==> config.mk <==
export PLATFORM = sky130hd
export DESIGN_NAME = fifo_stream_reader
export DESIGN_NICKNAME = d
export VERILOG_FILES = /design/src/rtl/fifo_rd_pkg.sv /design/src/rtl/fifo_stream_reader_chk.sv /design/src/rtl/skid_buf2.sv /design/src/rtl/fifo_stream_reader.sv
export SDC_FILE = /design/constraint.sdc
export NUM_CORES = 1
export LEC_CHECK = 0
export ABC_AREA = 0
export CAP_MARGIN = 20
export CORE_ASPECT_RATIO = 0.8
export CORE_UTILIZATION = 50
export DETAILED_ROUTE_END_ITERATION = 8
export GPL_TIMING_DRIVEN = 0
export PLACE_DENSITY = 0.8
export SYNTH_ARGS = -nofsm -noshare
export SYNTH_HDL_FRONTEND = slang
export SYNTH_SLANG_ARGS = --single-unit
==> constraint.sdc <==
create_clock -name clk -period 6.9 [get_ports clk]
set_clock_uncertainty 0.15 [all_clocks]
set_input_delay 1.035 -clock clk [delete_from_list [all_inputs] [get_ports clk]]
set_output_delay 1.035 -clock clk [all_outputs]
set_load 0.03 [all_outputs]
==> src/rtl/fifo_rd_pkg.sv <==
// Shared types and constants for the FIFO read-side stream engine.
package fifo_rd_pkg;

   typedef enum logic [1:0] {
      OCC_EMPTY = 2'd0,
      OCC_ONE   = 2'd1,
      OCC_TWO   = 2'd2
   } occ_t;

   localparam int SKID_DEPTH = 2;

   // Numeric word count held by the skid buffer, widened for credit arithmetic.
   function automatic logic [2:0] occ_count(input occ_t occ);
      logic [2:0] n;
      case (occ)
         OCC_EMPTY: n = 3'd0;
         OCC_ONE:   n = 3'd1;
         OCC_TWO:   n = 3'd2;
         default:   n = 3'd0;
      endcase
      return n;
   endfunction

endpackage

==> src/rtl/fifo_stream_reader_chk.sv <==
// Protocol checks for the read engine: credit rule must never overfill the skid buffer.
module fifo_stream_reader_chk
   import fifo_rd_pkg::*;
(
   input logic clk,
   input logic rst_n,
   input occ_t occ,
   input logic push,
   input logic pop,
   input logic rd_en,
   input logic empty
);

   a_no_overfill: assert property (@(posedge clk) disable iff (!rst_n)
      !(occ == OCC_TWO && push && !pop));

   a_no_read_when_empty: assert property (@(posedge clk) disable iff (!rst_n)
      !(rd_en && empty));

endmodule

==> src/rtl/skid_buf2.sv <==
// Two-entry skid buffer; head register drives the stream data directly.
module skid_buf2
   import fifo_rd_pkg::*;
#(
   parameter int DATA_WIDTH = 8
) (
   input  logic                  clk,
   input  logic                  rst_n,
   input  logic                  push,
   input  logic                  pop,
   input  logic                  flush,
   input  logic [DATA_WIDTH-1:0] din,
   output logic [DATA_WIDTH-1:0] dout,
   output logic                  valid,
   output occ_t                  occ
);

   occ_t                  occ_q, occ_d;
   logic                  valid_q, valid_d;
   logic [DATA_WIDTH-1:0] head_q, head_d;
   logic [DATA_WIDTH-1:0] tail_q, tail_d;

   // Next-state for occupancy and the two data slots; head only moves on pop or first fill.
   always_comb begin
      occ_d  = occ_q;
      head_d = head_q;
      tail_d = tail_q;
      if (flush) begin
         occ_d = OCC_EMPTY;
      end else begin
         case (occ_q)
            OCC_EMPTY: begin
               if (push) begin
                  head_d = din;
                  occ_d  = OCC_ONE;
               end else begin
                  occ_d = OCC_EMPTY;
               end
            end
            OCC_ONE: begin
               if (push && pop) begin
                  head_d = din;
               end else if (push) begin
                  tail_d = din;
                  occ_d  = OCC_TWO;
               end else if (pop) begin
                  occ_d = OCC_EMPTY;
               end else begin
                  occ_d = OCC_ONE;
               end
            end
            OCC_TWO: begin
               if (pop) begin
                  head_d = tail_q;
                  if (push) begin
                     tail_d = din;
                  end else begin
                     occ_d = OCC_ONE;
                  end
               end else begin
                  occ_d = OCC_TWO;
               end
            end
            default: occ_d = OCC_EMPTY;
         endcase
      end
      valid_d = (occ_d != OCC_EMPTY);
   end

   // Buffer state registers.
   always_ff @(posedge clk or negedge rst_n) begin
      if (!rst_n) begin
         occ_q   <= OCC_EMPTY;
         valid_q <= 1'b0;
         head_q  <= '0;
         tail_q  <= '0;
      end else begin
         occ_q   <= occ_d;
         valid_q <= valid_d;
         head_q  <= head_d;
         tail_q  <= tail_d;
      end
   end

   assign dout  = head_q;
   assign valid = valid_q;
   assign occ   = occ_q;

endmodule

==> src/rtl/fifo_stream_reader.sv <==
// Drains synchronous_fifo onto a valid/ready stream with credit-based read issue.
module fifo_stream_reader
   import fifo_rd_pkg::*;
#(
   parameter int DATA_WIDTH = 8,
   parameter int CNT_WIDTH  = 16
) (
   input  logic                  clk,
   input  logic                  rst_n,
   input  logic                  empty,
   input  logic [DATA_WIDTH-1:0] data_out,
   output logic                  rd_en,
   input  logic                  enable,
   input  logic                  flush,
   output logic                  m_valid,
   output logic [DATA_WIDTH-1:0] m_data,
   input  logic                  m_ready,
   output logic [CNT_WIDTH-1:0]  word_cnt
);

   occ_t                 occ;
   logic                 pop;
   logic                 rd_ok;
   logic [2:0]           credit;
   logic                 inflight_q, inflight_d;
   logic [CNT_WIDTH-1:0] word_cnt_q, word_cnt_d;

   assign pop = m_valid && m_ready;

   // Words already committed (buffered + in flight) after this cycle's pop must leave room.
   always_comb begin
      credit = occ_count(occ) + {2'b00, inflight_q} - {2'b00, pop};
      if (enable && !flush && !empty && (credit < 3'(SKID_DEPTH))) begin
         rd_ok = 1'b1;
      end else begin
         rd_ok = 1'b0;
      end
   end

   assign rd_en = rd_ok && rst_n;

   // A flushed cycle never issues a read, so the in-flight flag clears with it.
   always_comb begin
      inflight_d = rd_ok;
      if (pop) begin
         word_cnt_d = word_cnt_q + {{(CNT_WIDTH-1){1'b0}}, 1'b1};
      end else begin
         word_cnt_d = word_cnt_q;
      end
   end

   // Read-tracking and delivered-word counter registers.
   always_ff @(posedge clk or negedge rst_n) begin
      if (!rst_n) begin
         inflight_q <= 1'b0;
         word_cnt_q <= '0;
      end else begin
         inflight_q <= inflight_d;
         word_cnt_q <= word_cnt_d;
      end
   end

   skid_buf2 #(
      .DATA_WIDTH(DATA_WIDTH)
   ) u_skid (
      .clk   (clk),
      .rst_n (rst_n),
      .push  (inflight_q),
      .pop   (pop),
      .flush (flush),
      .din   (data_out),
      .dout  (m_data),
      .valid (m_valid),
      .occ   (occ)
   );

   fifo_stream_reader_chk u_chk (
      .clk   (clk),
      .rst_n (rst_n),
      .occ   (occ),
      .push  (inflight_q),
      .pop   (pop),
      .rd_en (rd_en),
      .empty (empty)
   );

   assign word_cnt = word_cnt_q;

endmodule
==> results.py, run 1 <==
metrics = {
    "outcome": {
        "outcome": "completed",
    },
    "clock_network": {
        "cts_inserted_buffers": 5,
        "cts-root-buf": "clkbuf_8",
        "cts_resized": 0,
        "cts_tree": "yes",
        "cts.sinks": 36,
        "cts.clk_slew.worst_paths_ns": 0.07,
        "h-tree-depth": 2,
        "hold_buffers": 0,
        "max-clock-path-buffers": 2,
        "insertion_delay_ns": 0.28,
        "post_cts.repair.setup_buffers": 0,
    },
    "setup_path": {
        "critPathLaunchType": "input pin",
        "cp_slowest_cell": "clkdlybuf4s50_1",
        "cp_cell_sequence": "clkdlybuf4s50_1 -> nand2_1 -> nor2_1 -> o21ai_1 -> fa_1 -> nor4bb_1 -> and3_1 -> clkdlybuf4s50_1",
        "worst_path_most_repeated_cell": "clkdlybuf4s50_1",
        "max_stage_delay_ns": 0.67,
        "arrival_ns": 3.82,
        "cp.required_ns": 5.71,
        "cp_max_fo": 8,
        "end_kind": "output pin",
        "critical_path_class": "in -> out",
    },
    "route": {
        "wl_per_cell_um": 14.5,
        "vias": 1360,
        "drt_first_iter_violations": 63,
        "ant_nets": 0,
        "via_per_inst": 5.53,
        "first_pass_iters": 6,
        "finalWirelength_um": 3560,
        "drc_errors": 0,
    },
    "sta": {
        "worst_pin_slew_ns": 0.812,
        "rsz0062_at_grt": "no",
        "period_share_pct": 72.6,
        "min_period_ns": 5.01,
        "hold_viol": 0,
        "finalSetupViolCount": 0,
        "fmax_ghz": 0.200,
        "relSlewSlack_pct": 45.9,
        "setup_tns_ns": 0,
        "slew_viol_final": 0,
    },
    "synth": {
        "synth_edf_count": 0,
        "syn_inst": 159,
        "ys.flop_type": "dfrtp_1",
        "yosysWarnings": 0,
        "synth_cell_types": 34,
        "synth-seq-cells": 36,
        "async_reset_ff_share_pct": 100,
        "netlist_top_cells_area": "dfrtp_1 (52%), mux2_4 (6.9%), nand2_1 (5.8%)",
        "syn_nets": 175,
        "netlist.area_leader.share_pct": 51.8,
        "netlist_area_sq_mm": 0.00174,
        "synth_area_leader_cell": "dfrtp_1",
        "ys_seq_area_share_pct": 51.8,
        "syn_avg_cell_area_sq_um": 10.9,
    },
    "final_layout": {
        "antennaDiodeCount": 0,
        "regArea_sq_um": 901,
        "nFillCells": 234,
        "fin_util_pct": 71.3,
        "post-route-cell-area_sq_mm": 0.00228,
        "drive_gt1_share_pct": 13.1,
        "nets": 221,
        "syn_to_final_growth_pct": 31.2,
        "multiInputGateArea_sq_um": 796,
        "fin_cells": 246,
    },
    "global_route": {
        "antenna_found_initial": 0,
        "grt_start_max_net_pins": 38,
        "grt_pass1_vias": 1289,
        "grtUsageTotal_pct": 22.5,
        "overflow": 0,
        "grt_first_pass_wirelength_um": 5860,
    },
    "place": {
        "gp_congestion": 0.714,
        "dp.cells": 238,
        "io_buffers": 39,
        "placed_area_sq_mm": 0.00217,
        "dp_hpwl_um": 2510,
    },
    "floorplan": {
        "core_area_sq_mm": 0.00320,
        "start_util_pct": 54.3,
        "die_w_um": 67.9,
        "row_count": 18,
        "die_h_um": 54.7,
        "die-area_sq_mm": 0.00372,
        "io_pins": 40,
    },
    "run": {
        "cap_violations": 0,
    },
    "pwr": {
        "power.density_mw_per_mm2": 268,
        "leakage_nw": 1.02,
        "ir_drop_uv": 184,
    },
    "min_path": {
        "min_path_type": "reg -> reg",
    },
}
[final timing paths]
| path | cells after the start | endpoint | slack, ns | start |
|---|---|---|---|---|
| hold / removal | 1 | word_cnt[15] | 0.33 | word_cnt[15] |
| min in group asynchronous | 1 | word_cnt[13] | 0.69 | rst_n |
| max in group asynchronous | 1 | u_skid.dout[7] | 5.40 | rst_n |
| hold reg to reg | 1 | word_cnt[15] | 0.33 | word_cnt[15] |
| setup / recovery | 8 | rd_en | 1.89 | m_ready |
| setup reg to reg | 7 | inflight_q | 4.55 | u_skid.occ[1] |
[where the power goes]
group | switching [mW] | leakage (nW) | internal, mW
clock network | 0.0724 | 0.0552 | 0.107
logic | 0.0880 | 0.502 | 0.0766
registers | 0.0248 | 0.459 | 0.242
total | 0.185 | 1.02 | 0.426
[registers in the layout, indices dropped and copies added (netlist names)]
signal / flops
inflight_q: 1
u_skid.dout: 8
u_skid.occ: 2
u_skid.tail_q: 8
u_skid.valid: 1
word_cnt: 16
[per-layer routing]
layer  track usage, %  wire, um  up-vias
met2             35.6      1730       47
met3             9.17       210        8
li1                 -         -      633
met5                0         0        -
met1             27.3      1560      672
met4             9.38        50        0
[synthesized netlist by cell type, types with 3 or more instances]
master	n
and2_1	3
xor2_1	6
a21oi_1	4
nor2_1	16
nand2_1	27
nand3_1	5
mux2_4	8
a31oi_1	6
xnor2_1	10
nand2b_1	4
inv_1	3
buf_2	3
dfrtp_1	36
[layout by cell type, fill, tap and decap left out, types with 2 or more instances in the layout]
master,n
nor3_1,2
mux2_4,8
nand3_1,5
nand3b_1,2
dfrtp_1,36
clkdlybuf4s50_1,38
nand4_1,2
a21oi_1,4
o21ai_1,2
nor2_1,16
a31oi_2,2
inv_1,3
nand2_1,27
buf_2,4
xor2_1,6
nand2b_1,4
and4_1,2
and2_1,3
a31oi_1,6
and3_1,2
clkbuf_8,5
xnor2_1,10
[area by class of cell]
type                    instances  area share (%)
clock buffers                   6            3.18
multi-input cells             115            34.9
repair buffers                 39            16.9
clock inverters                 2            1.54
well taps                      40            2.19
flip-flops and latches         36            39.5
inverters                       4           0.658
plain buffers                   4            1.15
[per-stage QoR]
stage | hold WS, ns | setup WS, ns | power [mW]
after floorplan | 0.332 | 3.15 | 0.361
after global placement | 0.305 | 1.90 | 0.429
after detailed placement | 0.329 | 1.92 | 0.435
after CTS | 0.342 | 1.90 | 0.616
after global routing | 0.367 | 1.76 | 0.642
final | 0.333 | 1.89 | 0.611
[worst max-delay path, delay by kind of cell]
family / cells / cell delay (ns)
adder cells (fa/ha/maj): 1 / 0.48
AND/OR/NAND/NOR: 4 / 1.00
AO/OA/AOI/OAI: 1 / 0.10
buffers and inverters: 2 / 1.22
[cell families (layout without fill, tap and decap cells)]
family / Yosys count / in the layout / share of synthesized area, %
flops: 36 / 36 / 51.8
xor+xnor: 16 / 16 / 8.06
simple gates: 71 / 71 / 20.4
buf+inv: 8 / 55 / 2.38
fa+ha+maj: 2 / 2 / 1.87
mux: 8 / 8 / 6.91
compound gates: 18 / 18 / 8.50
(Power assumes the default switching activity.)
==> run 2: changes to the inputs <==
--- a/config.mk
+++ b/config.mk
@@ -8,10 +8,10 @@
 export ABC_AREA = 0
 export CAP_MARGIN = 20
 export CORE_ASPECT_RATIO = 0.8
-export CORE_UTILIZATION = 50
+export CORE_UTILIZATION = 49
 export DETAILED_ROUTE_END_ITERATION = 8
 export GPL_TIMING_DRIVEN = 0
-export PLACE_DENSITY = 0.8
+export PLACE_DENSITY = 0.78
 export SYNTH_ARGS = -nofsm -noshare
 export SYNTH_HDL_FRONTEND = slang
 export SYNTH_SLANG_ARGS = --single-unit
==> constraint.sdc (replaced) <==
create_clock -name clk -period 5 [get_ports clk]
set_clock_uncertainty 0.15 [all_clocks]
set_input_delay 0.75 -clock clk [delete_from_list [all_inputs] [get_ports clk]]
set_output_delay 0.75 -clock clk [all_outputs]
set_load 0.03 [all_outputs]
==> results.py, run 2 (synthesis results as in run 1) <==
metrics = {
    "outcome": {
        "outcome": "completed",
    },
    "global_route": {
        "grt_first_pass_wirelength_um": 5780,
        "antenna_found_initial": 0,
        "overflow": 0,
        "grt_start_max_net_pins": 38,
        "grt_pass1_vias": 1216,
        "grtUsageTotal_pct": 21.0,
    },
    "floorplan": {
        "row_count": 18,
        "die_w_um": 68.6,
        "die-area_sq_mm": 0.00379,
        "start_util_pct": 54.0,
        "die_h_um": 55.3,
        "io_pins": 40,
        "core_area_sq_mm": 0.00322,
    },
    "run": {
        "cap_violations": 0,
    },
    "setup_path": {
        "r2r_cells": 7,
        "cp.required_ns": 4.10,
        "critical_path_class": "in -> out",
        "arrival_ns": 3.61,
        "critical-path-top-delay-family": "buffers and inverters",
        "worst_path_most_repeated_cell": "clkdlybuf4s50_1",
        "cp_cell_sequence": "clkdlybuf4s50_1 -> nand2_1 -> nor2_1 -> o21ai_1 -> fa_1 -> nor4bb_1 -> and3_1 -> clkdlybuf4s50_1",
        "crit_cells": 8,
        "cp_slowest_cell": "clkdlybuf4s50_1",
        "cp_max_fo": 8,
        "max_stage_delay_ns": 0.67,
        "crit_buf_inv": 2,
        "end_kind": "output pin",
        "critPathLaunchType": "input pin",
    },
    "route": {
        "vias": 1295,
        "drc_errors": 0,
        "first_pass_iters": 4,
        "drt_first_iter_violations": 114,
        "wl_per_cell_um": 14.2,
        "ant_nets": 0,
        "via_per_inst": 5.26,
        "finalWirelength_um": 3480,
    },
    "min_path": {
        "min_path_type": "reg -> reg",
        "hold_depth": 1,
    },
    "final_layout": {
        "nets": 221,
        "largest_register_ffs": 16,
        "fin_util_pct": 70.8,
        "mostFrequentLayoutCell": "clkdlybuf4s50_1",
        "fin_cells": 246,
        "mostFrequentLayoutCells": "clkdlybuf4s50_1 (38), dfrtp_1 (36), nand2_1 (27)",
        "drive_gt1_share_pct": 13.1,
        "antennaDiodeCount": 0,
        "syn_to_final_growth_pct": 31.2,
    },
    "place": {
        "gp_congestion": 0.785,
        "io_buffers": 39,
        "dp_hpwl_um": 2400,
        "dp.cells": 238,
    },
    "sta": {
        "setup_tns_ns": 0,
        "rsz0062_at_grt": "no",
        "finalSetupViolCount": 0,
        "min_period_ns": 4.51,
        "period_share_pct": 90.1,
        "slew_viol_final": 0,
        "hold_viol": 0,
        "relSlewSlack_pct": 46.6,
        "worst_pin_slew_ns": 0.801,
        "fmax_ghz": 0.222,
    },
    "clock_network": {
        "cts.sinks": 36,
        "cts_tree": "yes",
        "h-tree-depth": 2,
        "insertion_delay_ns": 0.29,
        "cts_resized": 0,
        "hold_buffers": 0,
        "cts.clk_slew.worst_paths_ns": 0.08,
        "max-clock-path-buffers": 2,
        "post_cts.repair.setup_buffers": 0,
        "cts_inserted_buffers": 5,
        "cts-root-buf": "clkbuf_8",
    },
    "pwr": {
        "power.density_mw_per_mm2": 371,
        "leakage_nw": 1.02,
        "totalPowerFinal_uw": 847,
        "ir_drop_uv": 204,
    },
}
-- run 2: final timing paths --
kind | slack [ns] | endpoint | start
hold reg to reg | 0.32 | word_cnt[15] | word_cnt[15]
setup reg to reg | 2.70 | inflight_q | u_skid.occ[1]
setup / recovery | 0.49 | rd_en | m_ready
min in group asynchronous | 0.39 | word_cnt[5] | rst_n
max in group asynchronous | 3.79 | u_skid.dout[4] | rst_n
hold / removal | 0.32 | word_cnt[15] | word_cnt[15]
-- run 2: power breakdown --
group	leakage [nW]	switching (mW)	internal (mW)
registers	0.459	0.0349	0.334
clock network	0.0552	0.105	0.148
logic	0.502	0.120	0.106
total	1.02	0.260	0.587
-- run 2: layout make-up --
type                    count  area, sq um
multi-input cells         115          796
fillers                   235          940
well taps                  40         50.0
flip-flops and latches     36          901
clock inverters             2         35.0
clock buffers               6         72.6
repair buffers             39          385
inverters                   4         15.0
plain buffers               4         26.3
-- run 2: per-stage QoR --
stage	cell area [sq um]	setup slack, ns	hold slack [ns]
floorplan	1740	1.82	0.304
global placement	2180	0.603	0.305
detailed placement	2170	0.594	0.315
CTS	2280	0.506	0.326
global route	2280	0.300	0.342
finish	2280	0.493	0.316
-- run 2: per-layer routing --
| metal | vias to the layer above | part of all wire [%] | GRT usage [%] |
|---|---|---|---|
| li1 | 630 | - | - |
| met2 | 36 | 46 | 30.3 |
| met5 | - | 0 | 0 |
| met3 | 8 | 6.1 | 8.26 |
| met4 | 0 | 1.7 | 6.25 |
| met1 | 621 | 46 | 29.0 |
-- run 2: worst reg2reg max path, stage by stage (launching register included) --
cell and delay (ns):
dfrtp_1 0.48, nand2b_1 0.11, buf_2 0.24, inv_2 0.06, buf_2 0.19, fa_1 0.55, nor4bb_1 0.30, and2_1 0.16
